`config.mk`:
```
export PLATFORM = sky130hd
export DESIGN_NAME = rr_mux4_scheduler
export DESIGN_NICKNAME = d
export VERILOG_FILES = /design/src/rtl/rr_mux4_scheduler.sv
export SDC_FILE = /design/constraint.sdc
export NUM_CORES = 1
export LEC_CHECK = 0
export ABC_AREA = 1
export CORE_MARGIN = 2
export CORE_UTILIZATION = 50
export DETAILED_ROUTE_END_ITERATION = 8
export MAX_ROUTING_LAYER = met4
export PLACE_DENSITY_LB_ADDON = 0.05
export SYNTH_ARGS = -nofsm -noshare
export SYNTH_HDL_FRONTEND = slang
export SYNTH_SLANG_ARGS = --single-unit
```
`constraint.sdc`:
```
create_clock -name clk -period 3 [get_ports clk]
set_input_delay 0.9 -clock clk [delete_from_list [all_inputs] [get_ports clk]]
set_output_delay 0.9 -clock clk [all_outputs]
set_load 0.1 [all_outputs]
```
`src/rtl/rr_mux4_scheduler.sv`:
```
// Round-robin 4-source scheduler feeding the 4:1 nibble mux through a registered valid/ready stage.
// Define RR_FIXED_PRIO_EN for fixed priority (channel 0 highest) with no rotating pointer.
module rr_mux4_scheduler_lane (
   input  logic req,
   input  logic is_sel,
   input  logic xfer,
   output logic elig,
   output logic grant
);
   // The source leaving on this edge is masked so it is never reloaded with a stale word.
   assign grant = is_sel & xfer;
   assign elig  = req & ~grant;
endmodule

module rr_mux4_scheduler #(
   parameter int W = 4
) (
   input  logic         clk,
   input  logic         rst,
   input  logic [3:0]   req,
   input  logic [W-1:0] a,
   input  logic [W-1:0] b,
   input  logic [W-1:0] c,
   input  logic [W-1:0] d,
   output logic [1:0]   sel,
   output logic [W-1:0] out_data,
   output logic         out_valid,
   input  logic         out_ready,
   output logic [3:0]   grant
);
   typedef enum logic {IDLE, HOLD} state_t;

   state_t              state;
   logic [3:0][W-1:0]   chan;
   logic [3:0]          sel_oh;
   logic [3:0]          elig;
   logic                xfer;
   logic [1:0]          base;
   logic [1:0]          cand;
   logic [1:0]          idx;
   logic                hit;

   assign chan   = {d, c, b, a};
   assign xfer   = out_valid & out_ready;
   assign sel_oh = 4'b0001 << sel;
   assign hit    = |elig;

   for (genvar i = 0; i < 4; i++) begin : g_lane
      rr_mux4_scheduler_lane u_lane (
         .req    (req[i]),
         .is_sel (sel_oh[i]),
         .xfer   (xfer),
         .elig   (elig[i]),
         .grant  (grant[i])
      );
   end

`ifdef RR_FIXED_PRIO_EN
   assign base = 2'd0;
`else
   logic [1:0] ptr;
   // On a transfer the scan starts from the pointer value being written this edge.
   assign base = xfer ? sel + 2'd1 : ptr;
`endif

   always_comb begin
      cand = '0;
      idx  = '0;
      for (int k = 3; k >= 0; k--) begin
         idx = base + 2'(k);
         if (elig[idx]) cand = idx;
      end
   end

   always_ff @(posedge clk) begin
      if (rst) begin
         state     <= IDLE;
         out_valid <= 1'b0;
         out_data  <= '0;
         sel       <= '0;
`ifndef RR_FIXED_PRIO_EN
         ptr       <= '0;
`endif
      end else begin
         case (state)
            IDLE: begin
               if (hit) begin
                  sel       <= cand;
                  out_data  <= chan[cand];
                  out_valid <= 1'b1;
                  state     <= HOLD;
               end
            end
            HOLD: begin
               if (out_ready) begin
`ifndef RR_FIXED_PRIO_EN
                  ptr <= sel + 2'd1;
`endif
                  if (hit) begin
                     sel      <= cand;
                     out_data <= chan[cand];
                  end else begin
                     out_valid <= 1'b0;
                     state     <= IDLE;
                  end
               end
            end
            default: begin
               state     <= IDLE;
               out_valid <= 1'b0;
            end
         endcase
      end
   end
endmodule
```
==> impl_metrics.csv <==
group,metric,value,unit
status,status,"complete, no violations",
layout,multiInputGateArea,681,um^2
cts,post-cts-setup-buffer-count,0,
setup_path,crit_type,"in -> out",
layout,ff_latch_area,200,um^2
timing,period_needed,2.91,ns
place,gp_congestion,0.851,
timing,tns,0,ns
floorplanning,start_util,53.8,%
cts,cts_tree,"built",
layout,finalNonFillerCells,250,
route,drt-pass1-iter-count,4,
global_routing,grt_max_degree,12,
timing,whs,0.512,ns
layout,final_layout_size_suffix_gt1_share,14.8,%
setup_path,end_kind,"output pin",
route,drt_iter0_markers,69,
pwr,power.leakage,0.848,nW
setup_path,cp_max_fo,11,
logic_synthesis,synth_area_leaders,"nand2_1 (19%), dfxtp_1 (19%), nand3_1 (19%)",
logic_synthesis,synth_area,1080,um^2
place,dp_hpwl,2.27,mm
route,antenna_left,0,
timing,final-hold-violation-count,0,
logic_synthesis,yosysTopAreaCell,"nand2_1",
setup_path,crit_required,2.10,ns
route,wire_per_inst,10.6,um
layout,fillerInstances,161,
layout,fin_area,1460,um^2
cts,clockBufferDepth,2,
cts,cts-root-buf,"clkbuf_4",
timing,rsz0062_at_grt,"false",
cts,hold_buffers,0,
place,pre_cts_ws,0.0212,ns
global_routing,antenna_found_initial,0,
logic_synthesis,syn_nets,219,
global_routing,overflow,0,
timing,maxSlewViolCount,0,
cts,cts.clk_slew.worst_paths,0.06,ns
pwr,peakVddDrop,0.437,mV
floorplanning,rows,16,
setup_path,cp-start-kind,"input pin",
cts,clk_latency,0.26,ns
timing,finalClockSkew,0.00458,ns
route,drc,0,
cts,htreeDepth,1,
layout,nNetsFinal,252,
cts,cts_sinks,10,
pwr,p_per_area,526,nW/um^2
floorplanning,boundaryPins,34,
setup_path,cpPeakStageDelay,0.50,ns
timing,tightest_slew,0.422,ns
global_routing,grt_pass1_vias,1050,
place,placedCellCount,247,
route,routed_wirelength,2.65,mm
place,place_area,1440,um^2
layout,area_growth,36.0,%
setup_path,path_cells,"clkdlybuf4s50_1 -> buf_12 -> nand3_1 -> inv_1 -> buf_12",
logic_synthesis,yosys.cell_types.count,19,
place,numPortBuffers,33,
cts,cts_resized,0,
timing,post-route-period-util,97.0,%
floorplanning,die_area,2540,um^2
floorplanning,core_area,2000,um^2
layout,insertedDiodeCount,0,
timing,setup_violations,0,
global_routing,grt_util_all_layers,22.5,%
logic_synthesis,synthCells,192,
worst_hold_path,hold_path_class,"reg -> reg",
logic_synthesis,seq_area_frac_synth,18.6,%
logic_synthesis,ys_warn_count,0,
logic_synthesis,ys_ff_latch,10,
route,vias_per_cell,4.98,
setup_path,crit_path_top_delay_cell,"clkdlybuf4s50_1",
timing,fin_ws,0.0896,ns
timing,slew_headroom,71.8,%
floorplanning,die_h,50.4,um
setup_path,arrival,2.01,ns
logic_synthesis,netlist.area_leader.share,18.8,%
layout,post-route-util,73.1,%
cts,numCtsBuffers,3,
floorplanning,dieWidth,50.4,um
setup_path,worst_path_most_repeated_cell,"buf_12",
route,vias,1245,
timing,fmax,0.344,GHz
global_routing,grt_pass1_wl,4.44,mm
pwr,finalPower,770,uW
logic_synthesis,syn-mean-instance-area,5.60,um^2
flow_run,cap_violations,0,
[cells in the mapped netlist]
cell	number
a211oi_1	2
a21oi_1	3
buf_1	1
buf_4	6
dfxtp_1	10
ha_1	4
inv_1	36
inv_2	3
nand2_1	54
nand2_2	7
nand2_4	2
nand3_1	40
nand3_2	3
nand3_4	1
nand4_1	1
nor2_1	15
nor2_2	1
nor3_1	1
o21ai_0	2
[critical path: cells and delay by family]
| family | cells | cell delay, ns |
|---|---|---|
| buffers and inverters | 4 | 0.97 |
| AND/OR/NAND/NOR | 1 | 0.14 |
[layer usage]
metal  vias to the layer above  GRT usage (%)  wire length (um)
met5                         -              -                 0
met4                         0           5.41                16
met3                         3           1.79                87
met2                        34           36.2              1290
met1                       555           30.9              1250
li1                        653              -                 -
[cells by family after synthesis]
group / Yosys count / synth area share (%)
buf+inv: 46 / 18.1
compound gates: 7 / 3.72
fa+ha+maj: 4 / 4.65
flops: 10 / 18.6
simple gates: 125 / 54.9
[sequential cells by signal, indices dropped and copies added (netlist names)]
register / cells
out_data: 4
out_valid: 1
ptr: 2
sel: 2
state: 1
[cell type report]
cell class	count	area share, %
Tap cell	27	2.31
Multi-Input combinational cell	136	46.5
Clock buffer	3	1.54
Inverter	39	10.0
Sequential cell	10	13.7
Timing Repair Buffer	35	26.0
[where the power goes]
group | internal (mW) | switching (mW) | leakage (nW)
clock | 0.0463 | 0.0440 | 0.0138
sequential | 0.154 | 0.0199 | 0.0832
combinational | 0.156 | 0.349 | 0.751
total | 0.357 | 0.413 | 0.848
[path summary, 6_finish.rpt]
kind                            depth (start not counted)          end  slack [ns]       from
worst min register to register                          2       ptr[0]        0.51     ptr[0]
worst max register to register                         18  out_data[2]        0.68     sel[0]
worst max-delay path                                    5     grant[1]        0.09  out_ready
worst min-delay path                                    2       ptr[0]        0.51     ptr[0]
[placed cells by master, fill, tap and decap left out, drive strengths merged]
cell type	count
nand4	1
nand2	63
inv	39
clkbuf	3
ha	4
o21ai	2
nor2	16
a211oi	2
nand3	44
a21oi	3
dfxtp	10
buf	13
nor3	1
clkdlybuf4s50	22
Power figures use the tool's default switching activity.
